<file path="src/rtl/prau_pkg.sv">
// Shared PRAU operator encoding plus the quire-sequencer state, idle operator and latency helper.
// Latency: n/a (types, constants and a pure function only).
// Backpressure: n/a.
package prau_pkg;

  // PRAU operator encoding; quire ops occupy the low codes, the rest are plain posit ops.
  typedef enum logic [3:0] {
    QCLR   = 4'h0,
    QNEG   = 4'h1,
    QMADD  = 4'h2,
    QMSUB  = 4'h3,
    QROUND = 4'h4,
    PADD   = 4'h5,
    PSUB   = 4'h6,
    PMUL   = 4'h7,
    PDIV   = 4'h8,
    PNOP   = 4'hF
  } prau_op_e;

  // Operator presented to the quire datapath whenever no quire instruction is executing.
  localparam prau_op_e QUIRE_IDLE_OP = PNOP;

  typedef enum logic [1:0] {
    IDLE = 2'd0,
    EXEC = 2'd1,
    RESP = 2'd2
  } quire_ctrl_state_e;

  function automatic logic is_quire_op(input prau_op_e op);
    return (op == QCLR) || (op == QNEG) || (op == QMADD) ||
           (op == QMSUB) || (op == QROUND);
  endfunction

  // Number of EXEC cycles an operator occupies; unknown operators take a single cycle.
  function automatic int unsigned quire_op_latency(input prau_op_e    op,
                                                   input int unsigned mac_lat,
                                                   input int unsigned round_lat);
    unique case (op)
      QMADD, QMSUB: return mac_lat;
      QROUND:       return round_lat;
      default:      return 1;
    endcase
  endfunction

endpackage

</file>
<file path="src/rtl/prau_quire_ctrl.sv">
// Sequencer that serialises quire instructions in front of the PRAU quire datapath; optional perf counters via PRAU_QUIRE_PERF_EN.
// Latency: accept -> LAT EXEC cycles -> response one cycle later (1 / MAC_LATENCY / ROUND_LATENCY by operator).
// Backpressure: one instruction in flight; in_ready_o only in IDLE or when the held response is consumed; flush_i blocks acceptance.
module prau_quire_ctrl
  import prau_pkg::*;
#(
  parameter int unsigned XLEN          = 64,
  parameter int unsigned MAC_LATENCY   = 4,
  parameter int unsigned ROUND_LATENCY = 3
) (
  input  logic            clk_i,
  input  logic            rst_i,
  input  logic            in_valid_i,
  output logic            in_ready_o,
  input  prau_op_e        operator_i,
  input  logic [XLEN-1:0] operand_a_i,
  input  logic [XLEN-1:0] operand_b_i,
  input  logic            flush_i,
  output logic            out_valid_o,
  input  logic            out_ready_i,
  output logic [XLEN-1:0] result_o,
  output logic            busy_o,
  output prau_op_e        dp_operator_o,
  output logic [XLEN-1:0] dp_operand_a_o,
  output logic [XLEN-1:0] dp_operand_b_o,
  output logic            dp_input_hs_o,
  output logic            dp_out_valid_o,
  input  logic [XLEN-1:0] dp_result_i
`ifdef PRAU_QUIRE_PERF_EN
  ,
  output logic [31:0]     perf_mac_cnt_o,
  output logic [31:0]     perf_stall_cnt_o
`endif
);

  localparam int unsigned MAX_LAT = (MAC_LATENCY > ROUND_LATENCY) ? MAC_LATENCY : ROUND_LATENCY;
  localparam int unsigned CNT_W   = $clog2(MAX_LAT) + 1;

  quire_ctrl_state_e state_q, state_d;
  prau_op_e          op_q;
  logic [XLEN-1:0]   opa_q, opb_q;
  logic [CNT_W-1:0]  cnt_q;
  logic [XLEN-1:0]   res_q;

  logic accept;
  logic exec_last;
  logic exec_done;

  assign in_ready_o = ((state_q == IDLE) || ((state_q == RESP) && out_ready_i)) && !flush_i;
  assign accept     = in_valid_i && in_ready_o;
  assign exec_last  = (state_q == EXEC) && (cnt_q == '0);
  // A flush on the final EXEC cycle cancels the strobe and the result capture.
  assign exec_done  = exec_last && !flush_i;

  assign out_valid_o = (state_q == RESP);
  assign busy_o      = (state_q != IDLE);
  assign result_o    = res_q;

  // State register; reset returns to IDLE immediately, which also kills pending strobes.
  always_ff @(posedge clk_i or posedge rst_i) begin
    if (rst_i) begin
      state_q <= IDLE;
    end else begin
      state_q <= state_d;
    end
  end

  // Next-state logic and datapath drive; strobes fire only on the last EXEC cycle.
  always_comb begin
    state_d        = state_q;
    dp_operator_o  = QUIRE_IDLE_OP;
    dp_operand_a_o = '0;
    dp_operand_b_o = '0;
    dp_input_hs_o  = 1'b0;
    dp_out_valid_o = 1'b0;
    unique case (state_q)
      IDLE: begin
        if (accept) begin
          state_d = EXEC;
        end
      end
      EXEC: begin
        // The operator is driven even while flushing: a QCLR clears by operator alone.
        dp_operator_o  = is_quire_op(op_q) ? op_q : QUIRE_IDLE_OP;
        dp_operand_a_o = opa_q;
        dp_operand_b_o = opb_q;
        if (exec_done) begin
          dp_input_hs_o  = (op_q == QNEG);
          dp_out_valid_o = (op_q == QMADD) || (op_q == QMSUB);
        end
        if (flush_i) begin
          state_d = IDLE;
        end else if (exec_last) begin
          state_d = RESP;
        end
      end
      RESP: begin
        if (flush_i) begin
          state_d = IDLE;
        end else if (out_ready_i) begin
          state_d = accept ? EXEC : IDLE;
        end
      end
      default: begin
        state_d = IDLE;
      end
    endcase
  end

  // Instruction capture on accept and the EXEC down-counter.
  always_ff @(posedge clk_i or posedge rst_i) begin
    if (rst_i) begin
      op_q  <= QCLR;
      opa_q <= '0;
      opb_q <= '0;
      cnt_q <= '0;
    end else if (accept) begin
      op_q  <= operator_i;
      opa_q <= operand_a_i;
      opb_q <= operand_b_i;
      cnt_q <= CNT_W'(quire_op_latency(operator_i, MAC_LATENCY, ROUND_LATENCY) - 1);
    end else if ((state_q == EXEC) && (cnt_q != '0) && !flush_i) begin
      cnt_q <= cnt_q - 1'b1;
    end
  end

  // Response capture: only QROUND returns datapath data, everything else answers 0.
  always_ff @(posedge clk_i or posedge rst_i) begin
    if (rst_i) begin
      res_q <= '0;
    end else if (exec_done) begin
      res_q <= (op_q == QROUND) ? dp_result_i : '0;
    end
  end

`ifdef PRAU_QUIRE_PERF_EN
  // Saturating counters for MAC write-backs and stalled request cycles.
  always_ff @(posedge clk_i or posedge rst_i) begin
    if (rst_i) begin
      perf_mac_cnt_o   <= '0;
      perf_stall_cnt_o <= '0;
    end else begin
      if (dp_out_valid_o && (perf_mac_cnt_o != 32'hFFFF_FFFF)) begin
        perf_mac_cnt_o <= perf_mac_cnt_o + 32'd1;
      end
      if (in_valid_i && !in_ready_o && (perf_stall_cnt_o != 32'hFFFF_FFFF)) begin
        perf_stall_cnt_o <= perf_stall_cnt_o + 32'd1;
      end
    end
  end
`endif

endmodule

</file>
<file path="config.mk">
export PLATFORM = sky130hd
export DESIGN_NAME = prau_quire_ctrl
export DESIGN_NICKNAME = d
export VERILOG_FILES = /design/src/rtl/prau_pkg.sv /design/src/rtl/prau_quire_ctrl.sv
export SDC_FILE = /design/constraint.sdc
export NUM_CORES = 1
export LEC_CHECK = 0
export ABC_AREA = 1
export BUFFER_PORTS_ARGS = -buffer_cell sky130_fd_sc_hd__buf_4
export CAP_MARGIN = 20
export CORE_AREA = 2 2 158 160
export DETAILED_ROUTE_END_ITERATION = 10
export DIE_AREA = 0 0 160 162
export GPL_TIMING_DRIVEN = 0
export MAX_ROUTING_LAYER = met4
export PLACE_DENSITY_LB_ADDON = 0.3
export SYNTH_ARGS = -nofsm -noshare
export SYNTH_HDL_FRONTEND = slang
export SYNTH_SLANG_ARGS = --single-unit
export TNS_END_PERCENT = 20
</file>
<file path="constraint.sdc">
create_clock -name clk_i -period 8.3 [get_ports clk_i]
set_input_delay 0.83 -clock clk_i [delete_from_list [all_inputs] [get_ports clk_i]]
set_output_delay 0.83 -clock clk_i [all_outputs]
set_load 0.01 [all_outputs]
</file>
==> flow_metrics.tcl, run 1 <==
set metrics [dict create \
    ctsHoldBuffers 0 \
    post_cts_buffers 0 \
    max_stage_delay_ns 0.65 \
    critPathTopFamily "buffers and inverters" \
    finalHoldViolations 0 \
    die_y_um 162 \
    cts-buffers-inserted 23 \
    grt-ovfl-total 0 \
    postSynth.asyncResetShare_pct 100.0 \
    cpMostUsedCell "inv_2" \
    setup_violations 0 \
    grt_pass1_vias 8271 \
    row_count 57 \
    cp_num_buf_inv 5 \
    whs_ns 0.4368 \
    gp_congestion 0.8918 \
    clk_latency_ns 0.49 \
    path_max_fanout 10 \
    dieArea_um2 25920 \
    vdd_drop_max_uv 139.6 \
    fin_crit_ns 3.243 \
    syn-num-nets 1245 \
    relSlewSlack_pct 42.04 \
    grt_start_max_net_pins 119 \
    synth-seq-cells 201 \
    cts_tree "yes" \
    dp_hpwl_mm 21.17 \
    cts_resized 0 \
    syn_area_per_cell_um2 8.498 \
    synth_flop_cell "dfrtp_1" \
    detail_route.first_pass.iterations 4 \
    clkTransAtPathRegs_ns 0.06 \
    min_path_type "input port to asynchronous set/reset pin" \
    clock_skew_ns 0.005195 \
    crit_arrival_ns 2.41 \
    maxCapViolations 0 \
    grt_pass1_wl_mm 43.93 \
    synth_most_common_cell "nand2_1" \
    power_frac_comb_pct 33.4 \
    fin_area_um2 13060 \
    synth_edf_count 0 \
    yosys.area.top_type_share_pct 56.75 \
    start_util_pct 36.77 \
    yosys-top-cells-count "nand2_1, dfrtp_1, inv_1, nor2_1, o21ai_1" \
    htreeDepth 1 \
    syn_area_um2 8864 \
    die_x_um 160 \
    vias_per_cell 4.569 \
    post-route-period-util_pct 39.07 \
    antenna_left 0 \
    portBuffers 401 \
    cp-end-kind "primary output" \
    tightestPinTransition_ns 0.8694 \
    powerDensity_nw_per_um2 271.2 \
    clockBufferDepth 3 \
    track_usage_pct 21.80 \
    place_area_um2 12310 \
    core-area_um2 24110 \
    p_clk_share_pct 28.1 \
    slew_violations 0 \
    leakagePower_uw 0.006753 \
    synth.yosys.seq_area_share_pct 56.75 \
    vias 8265 \
    rsz0062_at_grt "false" \
    cp-start-kind "flop" \
    routed_wl_mm 28.28 \
    antenna_found_initial 1 \
    synth.area.top_cells "dfrtp_1, nand2_1, inv_1" \
    drt_iter0_drc 537 \
    numClockSinks 201 \
    yosysWarnings 0 \
    drc 0 \
    final_layout_size_suffix_gt1_share_pct 36.50 \
    nets 1672 \
    synth_cell_types 24 \
    crit_type "flop to primary output" \
    internal_power_uw 2375 \
    cp_slowest_cell "clkbuf_1" \
    outcome "finished clean" \
    fmax_mhz 308.3 \
    switching_share_pct 32.91 \
    yosys.area.top_type "dfrtp_1" \
    seq_power_share_pct 38.6 \
    area_delta_synth_final_pct 47.32 \
    finalSetupTns_ns 0 \
    synthesis.instances 1043 \
    crit_required_ns 7.47 \
    cp_cell_sequence "inv_2, nor2_4, inv_2, clkbuf_1, buf_2, nor2_1, buf_4" \
    wl_per_cell_um 15.63 \
    diodes 0 \
    io_pins 402 \
    switchingPower_uw 1165 \
    cts_root_buf "clkbuf_16" \
]
flip-flops by register name, indices dropped and copies added, names as in the netlist:
signal and cells:
op_q 4, opb_q 64, cnt_q 3, result_o 64, state_q 2, opa_q 64
final cells by class:
class                   count  area [µm²]
multi-input cells         632        2858
plain buffers              63       424.2
clock inverters             7       60.06
fillers                  2279       11050
inverters                 147       559.3
repair buffers            402        3038
well taps                 324       405.4
flip-flops and latches    201        5030
clock buffers              33       683.2
final timing paths:
| path | from | endpoint | slack [ns] | cells past startpoint |
|---|---|---|---|---|
| setup / recovery | state_q[0]$_DFFE_PP0P_ | dp_operand_b_o[5] | 5.06 | 7 |
| hold / removal | rst_i | result_o[25]$_DFFE_PP0N_ | 0.44 | 2 |
| setup reg to reg | state_q[0]$_DFFE_PP0P_ | cnt_q[2]$_DFFE_PP0P_ | 6.30 | 11 |
| hold reg to reg | result_o[46]$_DFFE_PP0N_ | result_o[46]$_DFFE_PP0N_ | 0.48 | 2 |
| max in group asynchronous | rst_i | opa_q[36]$_DFFE_PP0N_ | 6.96 | 3 |
| min in group clk_i | result_o[46]$_DFFE_PP0N_ | result_o[46]$_DFFE_PP0N_ | 0.48 | 2 |
logic make-up (layout without fill, tap and decap cells):
| kind of cell | count (synthesis) | count (layout) | synth area share, % |
|---|---|---|---|
| compound gates | 202 | 202 | 13.38 |
| flops | 201 | 201 | 56.75 |
| simple gates | 429 | 429 | 18.72 |
| fa+ha+maj | 1 | 1 | 0.1411 |
| buf+inv | 210 | 652 | 11.01 |
power groups by stage:
stage / logic [µW] / registers (µW) / clock network (µW)
floorplan: 604 / 1400 / 0
CTS: 1200 / 1360 / 1020
global placement: 1170 / 1370 / 0
finish: 1180 / 1360 / 994
detailed placement: 1190 / 1380 / 0
global route: 1310 / 1390 / 1060
routing by layer:
metal  wire [µm]  global-route usage, %  up-vias  part of all wire, %
met5           0                      -        -                    0
met4         834                  6.675        0                  2.9
met3        2146                  4.852       58                  7.6
met2       13760                  36.62      319                   49
met1       11550                  26.45     3856                   41
li1            -                      -     4032                    -
through the flow:
stage	std cells	setup WS [ns]	total power, µW	utilization [%]
5_1_grt	1809	4.905	3766	54.17
3_3_place_gp	1768	-0.4750	2545	50.94
2_1_floorplan	1043	1.988	2004	-
4_1_cts	1809	4.953	3584	54.17
6_report	1809	5.057	3541	54.17
3_5_place_dp	1769	5.502	2571	51.08
cells in the final DEF (no fill, tap or decap):
cell and n:
buf_4 402, nand2_1 280, dfrtp_1 201, inv_1 143, nor2_1 133, o21ai_1 102, o21ai_0 52, o21ai_2 45
buf_2 26, clkbuf_16 23, buf_6 20, clkbuf_1 18, nand3_1 7, clkbuf_8 7, clkinv_2 6, inv_2 3
nor2_4 2, nor2_2 2, nor3_1 2, nand4_1 1, nand3_2 1, o22ai_1 1, clkbuf_2 1, a21boi_0 1
nor4_2 1, inv_8 1, o21bai_1 1, ha_1 1, bufinv_16 1, buf_16 1
Note: power is estimated with default switching activity, not from simulation.
==> run 2, diff against run 1 <==
Settings changed: ABC_AREA 1 to 0.
Clock period 8.3 ns to 3.2 ns, I/O delays scaled along.
==> run 2 against run 1 <==
First-iteration DRC count fell by 37%. Non-clock buffer count decreased by 1. Hold slack got worse by 0.40 ns. Largest cell class unchanged.
==> flow_metrics.tcl, run 2 <==
set metrics [dict create \
    outcome "finished clean" \
    multi_input_area_um2 3485 \
    post-route-period-util_pct 84.96 \
    fill_cells 2168 \
    relSlewSlack_pct 46.62 \
    die_y_um 162 \
    synth-seq-cells 201 \
    crit_start "cnt_q[0]$_DFFE_PP0P_" \
    cts_tree "yes" \
    drc 0 \
    layout_commonest_cell "buf_4" \
    min_path_type "input port to flop" \
    synth_flop_cell "dfrtp_1" \
    vdd_drop_max_uv 398.2 \
    maxCapViolations 0 \
    crit_required_ns 2.88 \
    whs_ns 0.03550 \
    grt_start_max_net_pins 40 \
    cts_root_buf "clkbuf_16" \
    yosysWarnings 0 \
    dp_hpwl_mm 20.99 \
    syn_area_um2 8828 \
    clockBufferDepth 3 \
    antenna_found_initial 1 \
    drt_iter0_drc 337 \
    fin_crit_ns 2.719 \
    layout_setup_ws_ns 0.4814 \
    synth_most_common_cell "dfrtp_1" \
    cp-start-kind "flop" \
    synth.yosys.seq_area_share_pct 56.97 \
    powerDensity_nw_per_um2 695.7 \
    start_util_pct 36.62 \
    track_usage_pct 20.92 \
    fmax_mhz 367.8 \
    slew_violations 0 \
    r2r_setup_slack_ns 0.66 \
    clock_skew_ns 0.007019 \
    setup_violations 0 \
    dieArea_um2 25920 \
    cts-buffers-inserted 22 \
    wl_per_cell_um 17.66 \
    yosys.area.top_type "dfrtp_1" \
    synth_cell_types 37 \
    gp_congestion 0.8057 \
    hp-start "operand_b_i[0]" \
    grt-ovfl-total 0 \
    area_delta_synth_final_pct 47.78 \
    core-area_um2 24110 \
    postSynth.asyncResetShare_pct 100.0 \
    syn-num-nets 961 \
    final_core_utilization_pct 54.12 \
    die_x_um 160 \
    row_count 57 \
    io_pins 402 \
    numClockSinks 201 \
    synth_edf_count 0 \
    crit_type "flop to primary output" \
    detail_route.first_pass.iterations 4 \
    yosys.area.top_type_share_pct 56.97 \
    synth.area.top_cells "dfrtp_1, mux2_1, and2_1" \
    rsz0062_at_grt "false" \
    final_layout_size_suffix_gt1_share_pct 42.31 \
    grt_pass1_wl_mm 41.79 \
    antenna_left 0 \
    yosys-top-cells-count "dfrtp_1, and2_1, o21ai_1, mux2_1, nand2_1" \
    nets 1392 \
    syn_area_per_cell_um2 11.63 \
    vias_per_cell 4.734 \
    leakagePower_uw 0.006193 \
    rr_startpoint "state_q[0]$_DFFE_PP0P_" \
    portBuffers 401 \
    htreeDepth 1 \
    tightestPinTransition_ns 0.7990 \
    synthesis.instances 759 \
    cp-end-kind "primary output" \
    clkTransAtPathRegs_ns 0.06 \
    crit_arrival_ns 2.40 \
    vias 7234 \
    path_max_fanout 10 \
    pre_cts_ws_ns 0.6287 \
    routed_wl_mm 26.99 \
    final_cell_mix "buf_4, dfrtp_1, and2_1, o21ai_1, mux2_1" \
    clk_latency_ns 0.49 \
    post_cts_buffers 0 \
    finalHoldViolations 0 \
    grt_pass1_vias 7487 \
    seqCellArea_um2 5030 \
]
-- run 2: changes by cell type after synthesis, sizes merged, moves of 4 or more --
cell    previous run  this run
nand2            280        70
inv              147         4
nor2             137         4
mux2               0       132
and2               0       129
o21ai            199       129
buf               47        25
clkbuf            16        32
nand3              8         1
mux2i              0         4
-- run 2: where the power goes --
group	total, µW	switching, µW	internal (µW)	leakage, µW
registers	3630	353	3270	0.00250
logic	3030	1460	1560	0.00336
clock network	2420	998	1420	0.000334
total	9080	2820	6260	0.00619
-- run 2: final cells by class --
class / count / share of cell area, %
Timing Repair Buffer: 407 / 23.92
Clock buffer: 34 / 5.112
Antenna cell: 1 / 0.01918
Inverter: 4 / 0.1439
Tap cell: 324 / 3.107
Sequential cell: 201 / 38.55
Buffer: 57 / 2.302
Clock inverter: 3 / 0.1343
Multi-Input combinational cell: 497 / 26.71
-- run 2: kinds of logic after synthesis --
logic type | after synthesis | share of synthesized area, %
AOI/OAI and AO/OA | 137 | 8.036
buffers and inverters | 61 | 3.557
xor gates and xnor gates | 1 | 0.09922
muxes | 136 | 17.29
and+or+nand+nor | 222 | 13.90
DFF | 201 | 56.97
adders and majority gates | 1 | 0.1417
-- run 2: worst paths after layout --
check,end,depth (start not counted)
max in group asynchronous,opb_q[45]$_DFFE_PP0N_,5
min,opb_q[0]$_DFFE_PP0N_,2
min reg2reg,opa_q[24]$_DFFE_PP0N_,1
max reg2reg,cnt_q[2]$_DFFE_PP0P_,9
max,dp_input_hs_o,5
min in group asynchronous,opa_q[15]$_DFFE_PP0N_,3
-- run 2: timing repair --
item	in CTS	in global routing
hold buffers	1	0
gates resized for setup	0	2
setup endpoints to repair	0	1
hold endpoints to repair	30	0
-- run 2: routing by layer --
| layer | up-vias | GRT usage, % | part of all wire, % |
|---|---|---|---|
| met1 | 3471 | 24.09 | 38 |
| met2 | 288 | 36.17 | 50 |
| met3 | 41 | 6.103 | 9.0 |
| met5 | - | - | 0 |
| li1 | 3434 | - | - |
| met4 | 0 | 5.119 | 2.2 |
-- run 2: critical path, cell delays in order (launching register included) --
cell	delay [ns]
dfrtp_1	0.43
nor3_1	0.41
nand2_1	0.12
clkbuf_1	0.31
nor4bb_1	0.44
buf_4	0.20
-- run 2: through the flow --
step                      std cells  total power (µW)  area, µm²  TNS, ns
final                          1528              9077      13050        0
after global routing           1528              9639      13050        0
after CTS                      1527              9200      13040        0
after detailed placement       1489              6743      12350        0
after global placement         1484              6642      12250  -213.44
after floorplan                 759              5199       8832        0
==> run 3, diff against run 2 <==
Settings changed: ABC_AREA 0 to 1, CORE_AREA 2 2 158 160 to 2 2 156 158, DIE_AREA 0 0 160 162 to 0 0 158 160.
Clock period 3.2 ns to 2.35 ns, I/O delays scaled along.
==> run 3 against run 2 <==
Routed wire length rose by 17%. Via count rose by 28%. Sequential share of layout area fell by 4.8 points. Register-to-register slack got worse by 0.21 ns. Clock power rose by 40%. Non-clock buffer count rose by 182. Hold slack got worse by 0.020 ns. Cell count rose by 30%. Sequential cell count did not move. Die area fell by 2.5%. Critical path depth rose by 1. Total power rose by 41%. Highest routed layer unchanged.
==> flow_metrics.tcl, run 3 (same netlist as run 1, synthesis figures left out) <==
set metrics [dict create \
    outcome "finished clean" \
    core-area_um2 23820 \
    vias_per_cell 4.652 \
    clkTransAtPathRegs_ns 0.06 \
    post-route-period-util_pct 96.14 \
    leakagePower_uw 0.007507 \
    fin_crit_ns 2.259 \
    maxCapViolations 0 \
    grt_pass1_vias 9944 \
    clk_latency_ns 0.50 \
    max_stage_delay_ns 0.43 \
    antenna_left 0 \
    numClockSinks 201 \
    portBuffers 401 \
    row_count 57 \
    grt-ovfl-total 0 \
    tightestPinTransition_ns 0.7708 \
    grt_start_max_net_pins 41 \
    vdd_drop_max_uv 592.6 \
    reg2reg_depth 11 \
    dpl.cell_count 1773 \
    cts-buffers-inserted 23 \
    htreeDepth 1 \
    cp-end-kind "primary output" \
    dp_hpwl_mm 21.43 \
    start_util_pct 37.21 \
    multi_input_area_um2 2875 \
    detail_route.first_pass.iterations 5 \
    gp_congestion 0.8147 \
    min_path_type "input port to flop" \
    drt_iter0_drc 514 \
    grt_pass1_wl_mm 49.99 \
    path_max_fanout 10 \
    final_layout_size_suffix_gt1_share_pct 32.95 \
    fill_cells 1934 \
    cp_slowest_cell "dfrtp_1" \
    dieArea_um2 25280 \
    die_x_um 158 \
    finalSetupTns_ns 0 \
    diodes 0 \
    area_delta_synth_final_pct 68.13 \
    crit_required_ns 2.12 \
    nets 1853 \
    vias 9257 \
    slew_violations 0 \
    setup_violations 0 \
    io_pins 402 \
    layout_commonest_cell "buf_4" \
    cp-start-kind "flop" \
    crit_type "flop to primary output" \
    clockBufferDepth 3 \
    final_cell_mix "buf_4, nand2_1, dfrtp_1, dlygate4sd3_1, inv_1" \
    seqCellArea_um2 5030 \
    clock_skew_ns 0.01549 \
    crit_arrival_ns 2.02 \
    finalHoldViolations 0 \
    cts_root_buf "clkbuf_16" \
    worstHoldPathCells 3 \
    relSlewSlack_pct 48.51 \
    instances_no_fill 1990 \
    fmax_mhz 442.6 \
    track_usage_pct 25.47 \
    routed_wl_mm 31.52 \
    antenna_found_initial 0 \
    cp_cell_sequence "nor2_4, inv_2, clkbuf_4, buf_2, nor2_1, buf_4" \
    die_y_um 160 \
    wl_per_cell_um 15.84 \
    cts_tree "yes" \
    rsz0062_at_grt "true" \
    powerDensity_nw_per_um2 857.7 \
    drc 0 \
]
==> run 3: cell types whose count changed in the layout (fill, tap and decap cells not counted), moves of 14 or more <==
cell           before  now
mux2_1             85    0
nor2_1              3  129
and2_1            129    0
nand2_1            70  280
mux2_2             47    0
buf_2               8   25
dlygate4sd3_1       1  177
o21ai_0            38   52
inv_1               3  143
clkbuf_1           37   19
o21ai_2             0   45
==> run 3: worst paths after layout <==
path                                          start                       end  slack [ns]
max reg2reg                  state_q[0]$_DFFE_PP0P_      cnt_q[2]$_DFFE_PP0P_        0.45
min in group asynchronous                     rst_i      opb_q[8]$_DFFE_PP0N_        0.45
max in group asynchronous                     rst_i     opb_q[53]$_DFFE_PP0N_        0.81
min reg2reg                result_o[57]$_DFFE_PP0N_  result_o[57]$_DFFE_PP0N_        0.48
max                          state_q[1]$_DFFE_PP0P_        dp_operand_a_o[52]        0.09
min                                 dp_result_i[13]  result_o[13]$_DFFE_PP0N_        0.02
==> run 3: power by group <==
part	internal [µW]	total [µW]	switching (µW)
Sequential	4450	4830	377
Combinational	2050	4560	2510
Clock	1990	3400	1410
==> run 3: cell type report <==
| type | instances | area share [%] |
|---|---|---|
| flip-flops and latches | 201 | 33.75 |
| repair buffers | 583 | 32.81 |
| multi-input cells | 632 | 19.29 |
| clock buffers | 35 | 4.568 |
| inverters | 147 | 3.728 |
| plain buffers | 63 | 2.914 |
| well taps | 324 | 2.720 |
| clock inverters | 5 | 0.2099 |
==> run 3: metrics by stage <==
stage / instance area (µm²) / hold WS (ns) / total power [µW] / util, % / worst slack, ns
4_1_cts: 14880 / 0.001539 / 12780 / 62.46 / 0.006444
3_5_place_dp: 12390 / 0.4076 / 9096 / 52.02 / 0.2214
6_report: 14900 / 0.01516 / 12780 / 62.56 / 0.09066
3_3_place_gp: 12280 / 0.4421 / 8990 / 51.57 / -1.799
2_1_floorplan: 8867 / 0.3560 / 7081 / - / -0.4873
5_1_grt: 14900 / 0.002282 / 13590 / 62.56 / -0.005068
==> run 3: critical path: cells and delay by family, from the launching register on <==
kind / cells / cell delay [ns]
AND/OR/NAND/NOR: 2 / 0.40
buffers and inverters: 4 / 0.68
flip-flops: 1 / 0.43
==> run 3: per-layer routing <==
metal | up-vias | share of wire, % | GRT usage (%)
li1 | 4401 | - | -
met1 | 4356 | 38 | 28.83
met2 | 396 | 49 | 42.79
met3 | 104 | 7.5 | 5.536
met4 | 0 | 4.8 | 11.92
met5 | - | 0 | -
==> run 3: timing repair <==
item | 4_1_cts | 5_1_grt
hold buffers | 177 | 0
pin swaps | 0 | 0
hold endpoints to repair | 207 | 0
gates resized for setup | 3 | 9
buffers inserted | 0 | 0
endpoints found under the setup margin | 120 | 22
